--- config.mk ---
export PLATFORM = sky130hd
export DESIGN_NAME = rdata_encrypt
export DESIGN_NICKNAME = d
export VERILOG_FILES = /design/src/rtl/rdata_encrypt.sv
export SDC_FILE = /design/constraint.sdc
export NUM_CORES = 1
export LEC_CHECK = 0
export CAP_MARGIN = 20
export CORE_UTILIZATION = 35
export DETAILED_ROUTE_END_ITERATION = 8
export GPL_TIMING_DRIVEN = 0
export HOLD_SLACK_MARGIN = 0.03
export PLACE_DENSITY_LB_ADDON = 0.25
export SKIP_CTS_REPAIR_TIMING = 1
export SLEW_MARGIN = 20
export SYNTH_ARGS = -nofsm -noshare
export SYNTH_HDL_FRONTEND = slang
export SYNTH_SLANG_ARGS = --single-unit
export TNS_END_PERCENT = 30
--- constraint.sdc ---
create_clock -name clk -period 5.29 [get_ports clk]
set_input_delay 0.7935 -clock clk [delete_from_list [all_inputs] [get_ports clk]]
set_output_delay 0.7935 -clock clk [all_outputs]
set_load 0.02 [all_outputs]
--- src/rtl/rdata_encrypt.sv ---
// Buffers up to two APB read words and ARX-encrypts each (one round per cycle) into the read-return FIFO.
// Strobe-to-fifo_wen latency is ROUNDS+2 cycles; registered full at two buffered words, and fifo_full stalls in PUSH.
module rdata_encrypt #(
  parameter int          ROUNDS = 4,
  parameter logic [31:0] KEY    = 32'h0
) (
  input  logic        clk,
  input  logic        rst_n,
  input  logic [31:0] wdata,
  input  logic        wdata_vld,
  output logic        full,
  input  logic        fifo_full,
  output logic [31:0] fifo_wdata,
  output logic        fifo_wen,
  output logic        busy,
  output logic        ovf
);

  typedef enum logic [1:0] {IDLE, ROUND, PUSH} state_t;

  state_t      state, state_nxt;
  logic [31:0] ibuf [2];
  logic        wr_ptr, rd_ptr;
  logic [1:0]  ibuf_cnt;
  logic [31:0] x, x_nxt;
  logic [3:0]  rnd, rnd_nxt;
  logic        push, pop;

  // Round key is KEY rotated left by 8*r bits, so only r mod 4 matters.
  function automatic logic [31:0] round_f(input logic [31:0] v, input logic [1:0] r);
    logic [31:0] k;
    logic [31:0] t;
    case (r)
      2'd0:    k = KEY;
      2'd1:    k = {KEY[23:0], KEY[31:24]};
      2'd2:    k = {KEY[15:0], KEY[31:16]};
      default: k = {KEY[7:0],  KEY[31:8]};
    endcase
    t = v ^ k;
    return {t[28:0], t[31:29]} + k;
  endfunction

  assign full = (ibuf_cnt == 2'd2);
  assign push = wdata_vld && !full;
  assign pop  = (state == IDLE) && (ibuf_cnt != 2'd0);
  assign busy = (state != IDLE) || (ibuf_cnt != 2'd0);

  always_ff @(posedge clk or negedge rst_n) begin
    if (!rst_n) begin
      wr_ptr   <= 1'b0;
      rd_ptr   <= 1'b0;
      ibuf_cnt <= 2'd0;
      ovf      <= 1'b0;
    end else begin
      if (push) wr_ptr <= ~wr_ptr;
      if (pop)  rd_ptr <= ~rd_ptr;
      case ({push, pop})
        2'b10:   ibuf_cnt <= ibuf_cnt + 2'd1;
        2'b01:   ibuf_cnt <= ibuf_cnt - 2'd1;
        default: ibuf_cnt <= ibuf_cnt;
      endcase
      // A strobe against a full buffer is lost even if a pop frees a slot this cycle.
      if (wdata_vld && full) ovf <= 1'b1;
    end
  end

  always_ff @(posedge clk) begin
    if (push) ibuf[wr_ptr] <= wdata;
  end

  always_ff @(posedge clk or negedge rst_n) begin
    if (!rst_n) begin
      state <= IDLE;
      x     <= 32'h0;
      rnd   <= 4'd0;
    end else begin
      state <= state_nxt;
      x     <= x_nxt;
      rnd   <= rnd_nxt;
    end
  end

  always_comb begin
    state_nxt  = state;
    x_nxt      = x;
    rnd_nxt    = rnd;
    fifo_wen   = 1'b0;
    fifo_wdata = 32'h0;
    case (state)
      IDLE: begin
        if (pop) begin
          x_nxt     = ibuf[rd_ptr];
          rnd_nxt   = 4'd0;
          state_nxt = ROUND;
        end
      end
      ROUND: begin
        x_nxt   = round_f(x, rnd[1:0]);
        rnd_nxt = rnd + 4'd1;
        if (rnd == 4'(ROUNDS - 1)) state_nxt = PUSH;
      end
      PUSH: begin
        fifo_wdata = x;
        fifo_wen   = !fifo_full;
        if (!fifo_full) state_nxt = IDLE;
      end
      default: state_nxt = IDLE;
    endcase
  end

endmodule

### Word-level counts from Yosys, hierarchy flattened

Memory sizes are Yosys's and may differ from the RTL's.
Index checks and enable logic that the tools add are counted.

| operators by class | value |
|---|---|
| $add $sub $neg | 4 |
| equality and inequality tests | 9 |
| multiplexer cells | 14 |
| bitwise operators | 3 |
| reduce and logical (&&, ||, !) cells | 13 |

Operators with widths:

| cell | count |
|---|---|
| 32-bit 2-to-1 mux | 3 |
| 32-bit one-hot mux with 2 select lines | 1 |
| 32-bit adder | 1 |
| 32-bit XOR | 1 |
| 4-bit one-hot mux with 2 select lines | 1 |
| 2-bit nonzero test | 4 |
| 2-bit == test (second input constant) | 3 |
| 2-bit 2-to-1 mux | 3 |
| 2-bit != test (second input constant) | 3 |
| 2-bit one-hot mux with 3 select lines | 1 |
| 4-bit by 1-bit adder with 4-bit output (second input constant) | 1 |
| 2-bit by 1-bit == test with 1-bit output (second input constant) | 2 |
| 4-bit by 2-bit == test with 1-bit output (second input constant) | 1 |
| 4-bit 2-to-1 mux | 1 |
| 2-bit one-hot mux with 2 select lines | 1 |
| 1-bit logical AND | 3 |
| 1-bit 2-to-1 mux | 3 |
| 3-bit AND reduction | 1 |
| 2-bit by 1-bit adder with 2-bit output (second input constant) | 1 |
| 1-bit zero test | 2 |
| 2-bit zero test | 1 |
| 1-bit NOT | 2 |
| 2-bit AND reduction | 1 |
| 2-bit by 1-bit subtractor with 2-bit output (second input constant) | 1 |
| 1-bit logical OR | 1 |

| storage, ports and cells | value |
|---|---|
| bits in registers | 43 |
| bits in writable memories | 64 |
| input bits | 36 |
| output and inout port bits | 36 |
| memories kept | 1 |

Memories:

| memory | words | width | read ports | clocked after Yosys merged registers in | wr ports | RTL line | source |
|---|---|---|---|---|---|---|---|
| ibuf | 2 | 32 | 1 | 0 | 1 | 22 | `logic [31:0] ibuf [2];` |

### Logic depth before layout (Yosys ltp)

| logic depth | value |
|---|---|
| depth in word-level cells | 5 |
| gate-level depth with buffers | 8 |
| depth with buffers taken out | 6 |

### Least setup slack after synthesis

Ideal clock, no wire load.

| timing path | value |
|---|---|
| kind | in2reg |
| start | input port wdata_vld |
| end | memory ibuf[0][0], enable pin |
| data arrival time | 2.242 ns |
| slack | 2.627 ns |
| stages | 2 |
| path through | nand2_1 > nor2_1 |

| on the way | value |
|---|---|
| cells in the longest elaborated chain, start to end | 3 |

RTL lines:

| item | RTL line | source |
|---|---|---|
| start, declared | 10 | `input logic wdata_vld,` |
| 1-bit logical AND | 44 | `assign push = wdata_vld && !full;` |
| 1-bit 2-to-1 mux | 68 | `if (push) ibuf[wr_ptr] <= wdata;` |
| 1-bit 2-to-1 mux (not written as such) | 68 |  |
| end, declared | 22 |  |

Every way passes these cells.

### Worst setup path in the final report

| timing path | value |
|---|---|
| start | register state[1] |
| end | output port fifo_wdata[31] |

| on the way | value |
|---|---|
| cells in the longest elaborated chain, start to end | 2 |

RTL lines:

| item | RTL line | source |
|---|---|---|
| start, declared | 21 | `state_t state, state_nxt;` |
| start signal, assigned | 77 | `state <= state_nxt;` |
| 2-bit == test | 89 | `case (state)` |
| 32-bit 2-to-1 mux | 89 |  |
| end, declared | 13 | `output logic [31:0] fifo_wdata,` |

Every way passes these cells.

==> metrics.yaml <==
sta:
  fin_skew_ns: 0.00761
  finalSetupTns_ns: 0
  maxSlewHeadroom: 0.673
  fin_crit_ns: 3.19
  drv_slew: 0
  max_freq_mhz: 314
  hold_viol: 0
  rsz0062_at_grt: "no"
  worst_pin_slew_ns: 0.490
  setup_viol: 0
  fin_ws_ns: 2.10
  period_share: 0.602
synth:
  synth-async-reset-ratio: 0.402
  synth_edf_count: 64
  syn_inst: 292
  synth_area_leader_cell: "edfxtp_1"
  synth_area_leaders: "edfxtp_1 (44%), dfrtp_1 (25%), mux2i_1 (7.8%)"
  yosys-top-cells-count: "edfxtp_1 (64), dfrtp_1 (43), mux2i_1 (34)"
  syn_nets: 330
  yosysTopAreaCellShare: 0.439
  netlist_area_sq_mm: 0.00438
  ys_warn_count: 0
  yosysMostFrequentCell: "edfxtp_1"
  postSynthAreaPerCell_sq_um: 15.0
  synth_flop_cell: "edfxtp_1"
  ys_ff_latch: 107
  synth_cell_type_count: 31
  ys_seq_area_frac: 0.685
clocking:
  cts_buffers: 9
  clock_path_buffers: 2
  path_clk_slew_ns: 0.07
  cts_tree: "yes"
  clock_latency_ns: 0.34
  clockRootBuffer: "clkbuf_16"
  numClockSinks: 107
  cts_max_level: 3
floorplan:
  die_y_microns: 114
  io_pins: 72
  die-area_sq_mm: 0.0130
  fp.dieW_microns: 114
  rows: 40
  core_sq_mm: 0.0121
  initial_core_util: 0.362
final_layout:
  fillers: 1089
  layout.nets: 415
  fin_util: 0.468
  drive_above_1_share: 0.107
  area_growth_pct: 29.5
  n_antenna_cell: 0
  multi_input_area_sq_mm: 0.00127
  postLayoutCellArea_sq_mm: 0.00567
  ff_latch_area_sq_mm: 0.00300
worst_setup_path:
  arrival_ns: 2.39
  critPathKind: "reg -> out"
  reg2reg_to: "ibuf_cnt[1]"
  cp_max_fo: 10
  r2r_setup_slack_ns: 3.33
  crit_path_end_kind: "output port"
  r2r_start: "state[0]"
  required_ns: 4.50
  startpoint_type: "flop"
  r2r_cells: 7
power_and_ir_drop:
  swShare: 0.345
  leakagePower_nw: 2.15
  clkPwrFrac: 0.197
  p_per_area_mw_per_mm2: 573
  cell_internal_pwr_w: 0.00213
  pwr-share-comb: 0.380
  irDropWorstVdd_mv: 0.209
  p_seq_frac: 0.423
  switching_power_w: 0.00112
  p_total_w: 0.00325
grt:
  grt_max_degree: 27
  grt_overflow: 0
  grt.total_usage: 0.152
  grt_pass1_vias: 2837
  antenna_found_initial: 0
  grt_pass1_wl_mm: 14.8
placement:
  dp_hpwl_mm: 6.59
  placed_area_sq_mm: 0.00538
  port_buffers: 71
  pre_cts_ws_ns: 2.49
  place_congestion: 0.799
detailed_routing:
  vias_per_cell: 4.95
  drt_wl_total_mm: 9.32
  drt-pass1-iter-count: 4
  drcViolationCount: 0
  postRouteAntennaNets: 0
  wire_per_inst_microns: 16.9
  drt_iter0_drc: 134
  vias: 2723
job:
  max_cap_viol_count: 0
min_path:
  hold_path_class: "in -> async"
run_status:
  outcome: "completed"
==> through the flow <==
step / hold slack, ns / instances
2_1_floorplan: 0.440 / 292
3_3_place_gp: 0.438 / 531
3_5_place_dp: 0.460 / 534
4_1_cts: 0.398 / 550
5_1_grt: 0.408 / 550
6_report: 0.393 / 550
==> cell usage in the layout, fill, tap and decap left out, types with 2 or more instances in the layout <==
cell type,count
clkdlybuf4s50_1,70
edfxtp_1,64
dfrtp_1,43
mux2i_1,34
and2_1,32
nor3_1,32
a221o_1,32
buf_2,13
clkbuf_16,9
clkbuf_1,6
nand2_1,4
nor2b_1,3
buf_6,3
xnor2_1,3
o21ai_0,3
nor2_4,2
nand2b_1,2
xor2_1,2
ha_1,2
clkinv_4,2
clkbuf_8,2
buf_16,2
==> layout make-up <==
cell class	instances	area share
Buffer	21	0.0212
Clock buffer	12	0.0452
Sequential cell	107	0.529
Timing Repair Buffer	74	0.138
Multi-Input combinational cell	163	0.223
Inverter	1	0.000662
Clock inverter	4	0.00596
Tap cell	168	0.0371
==> worst max-delay path, cell delays in order, from the launching register on <==
cell	delay (ns)
dfrtp_1	0.38
nor2b_1	0.38
clkbuf_1	0.44
and2_1	0.23
clkdlybuf4s50_1	0.61
==> flip-flops by register name, summed over array words and instances, names as in the netlist <==
signal and cells:
ibuf_cnt 2, rnd 4, x 32, rd_ptr 1, wr_ptr 1, state 2, ovf 1, ibuf 64
==> per-layer routing <==
metal,global-route usage,wire length (microns),up-vias
li1,-,-,1286
met1,0.193,4290,1370
met2,0.262,4590,55
met3,0.0308,327,12
met4,0.0494,110,0
met5,0,0,-
==> power by group through the flow <==
stage | Clock (W) | Combinational, W | Sequential (W)
4_1_cts | 0.000656 | 0.00125 | 0.00137
3_3_place_gp | 0 | 0.00119 | 0.00139
3_5_place_dp | 0 | 0.00125 | 0.00139
6_report | 0.000641 | 0.00123 | 0.00137
5_1_grt | 0.000689 | 0.00135 | 0.00140
2_1_floorplan | 0 | 0.000896 | 0.00133
==> cells by family (layout without fill, tap and decap cells) <==
group / after synthesis / count (layout) / share of synthesized area
AO/OA/AOI/OAI: 39 / 39 / 0.0851
XOR/XNOR: 5 / 5 / 0.0100
adder cells (fa/ha/maj): 2 / 2 / 0.00571
buffers and inverters: 22 / 112 / 0.0283
flip-flops: 107 / 107 / 0.685
multiplexers: 35 / 35 / 0.0803
AND/OR/NAND/NOR: 82 / 82 / 0.106
==> how the worst max path moves through the flow <==
stage                          from        endpoint  slack (ns)  cells past startpoint
after floorplan           wdata_vld      ibuf[0][0]        2.63                      2
after global placement    wdata_vld      ibuf[0][8]        1.19                      3
after detailed placement   state[0]  fifo_wdata[31]        2.49                      4
after CTS                  state[0]  fifo_wdata[31]        2.12                      4
after global routing       state[1]  fifo_wdata[31]        1.90                      4
final                      state[1]  fifo_wdata[31]        2.10                      4
Note: power is estimated with default switching activity, not from simulation.
==> RTL edit: new RTL, same flow settings <==
The 3 states of `state_t` get a one-hot encoding in 3 bits.
--- a/src/rtl/rdata_encrypt.sv
+++ b/src/rtl/rdata_encrypt.sv
@@ -18,3 +18,3 @@
 
-  typedef enum logic [1:0] {IDLE, ROUND, PUSH} state_t;
+  typedef enum logic [2:0] {IDLE = 3'b001, ROUND = 3'b010, PUSH = 3'b100} state_t;
 
Formal check against the unedited RTL: same outputs for any inputs over 10 cycles, from zero or initial values and one cycle with rst_n low; not proved beyond that.
==> RTL edit against the original RTL <==
  * Routed wire length grew 13%
  * Power fell by 4.6%
  * Synthesized area is 7.2% higher
  * Sequential cell count up 1
  * Core utilization shrank 0.16 points
  * Worst setup slack worse by 0.52 ns
  * Final area rose by 5.5%
  * Combinational power decreased by 8%
  * Critical path type unchanged
  * Largest cell class unchanged
==> RTL edit: results (changes against the original RTL) <==
| Metric | Value |
|---|---|
| R2r setup slk | `3.19 ns (was 3.33 ns)` |
| Syn Nets | `411 (was 330)` |
| Pin count of the biggest net entering global routing | `28 (was 27)` |
| Commonest cells post-synth | `nand2_1 (68), edfxtp_1 (64), dfrtp_1 (43) (was edfxtp_1 (64), dfrtp_1 (43), mux2i_1 (34))` |
| Global Route Usage Sum | `16.2% (was 15.2%)` |
| Synth unique cells | `37 (was 31)` |
| Non-clk bufs | `100 (was 95)` |
| Non-clk invs | `2 (was 1)` |
| Metal1 wirelength | `4630 um (was 4290 um)` |
| Fill cells | `1205 (was 1089)` |
| Worst hold path type | `reg2reg (was in2async)` |
| Worst-Margin Slew | `0.880 ns (was 0.490 ns)` |
| Mux cell area share after synthesis | `7.68% (was 8.03%)` |
| Met1 usage | `20.6% (was 19.3%)` |
| First-pass GRT wire length | `17200 um (was 14800 um)` |
| CTS sink count | `108 (was 107)` |
| Critical path destination | `fifo_wdata[5] (was fifo_wdata[31])` |
| Synthesized-area fraction occupied by adder cells | `0.533% (was 0.571%)` |
| Final nets | `496 (was 415)` |
| R2r startpoint | `state[0] (unchanged)` |
| Met3 wire len | `481 um (was 327 um)` |
| Fin Clk Skew | `0.0133 ns (was 0.00761 ns)` |
| Compound-Gate Fraction of Synth Area | `6.69% (was 8.51%)` |
| Drt via density | `4.97 (was 4.95)` |
| Reg area | `3020 um^2 (was 3000 um^2)` |
| Met3 Track Usage GR | `3.63% (was 3.08%)` |
| Outcome | `completed (unchanged)` |
| DRT iter0 DRCs | `184 (was 134)` |
| Post-synthesis xor/xnor area fraction | `0.933% (was 1.00%)` |
| Hold_ws | `0.467 ns (was 0.393 ns)` |
| Sequential power share | `43.1% (was 42.3%)` |
| Detail Placement HPWL | `7560 um (was 6590 um)` |
| Critical Path AT | `2.91 ns (was 2.39 ns)` |
| Area share of buffers outside the clock network | `15.4% (was 15.9%)` |
| Ys async rst share | `40.7% (was 40.2%)` |
| Ranking of synthesized cells by area | `edfxtp_1 (41%), dfrtp_1 (23%), mux2_2 (7.7%) (was edfxtp_1 (44%), dfrtp_1 (25%), mux2i_1 (7.8%))` |
| Clock buffers | `9 (was 12)` |
| Count of multi-input gates | `237 (was 163)` |
| Layout clock area frac | `4.62% (was 5.12%)` |
| Per-cell routed wire length | `16.6 um (was 16.9 um)` |
| Slowest cell on crit path | `nor3_1 (was clkdlybuf4s50_1)` |
| Worst R2R Path Depth | `6 (was 7)` |
| GR Layer Usage met2 | `26.5% (was 26.2%)` |
| Share of layout cells above drive strength 1 | `15.6% (was 10.7%)` |
| Crit path launch | `state[2] (was state[1])` |
RTL edit: cell count changes after synthesis, sizes merged, moves of 2 or more:
cell	unedited run	this run
nand2	4	68
nand3	0	35
mux2i	34	0
o211ai	0	34
a221o	32	0
mux2	1	32
nor3	32	1
clkbuf	5	14
buf	16	12
or3b	0	3
a21oi	0	2
nand3b	0	2
RTL edit: stage by stage:
| step | instance area [um^2] | setup slack, ns |
|---|---|---|
| after floorplan | 4690 | 2.63 |
| after global routing | 5980 | 1.34 |
| final | 5980 | 1.59 |
| after detailed placement | 5710 | 2.03 |
| after CTS | 5980 | 1.64 |
| after global placement | 5620 | 1.26 |
RTL edit: worst register-to-register path, stage by stage, from the launching register on:
cell and delay, ns:
dfstp_2 0.60, or3b_4 0.44, nor2_8 0.17, buf_4 0.21, ha_1 0.28, nor2_1 0.16
xor2_1 0.17
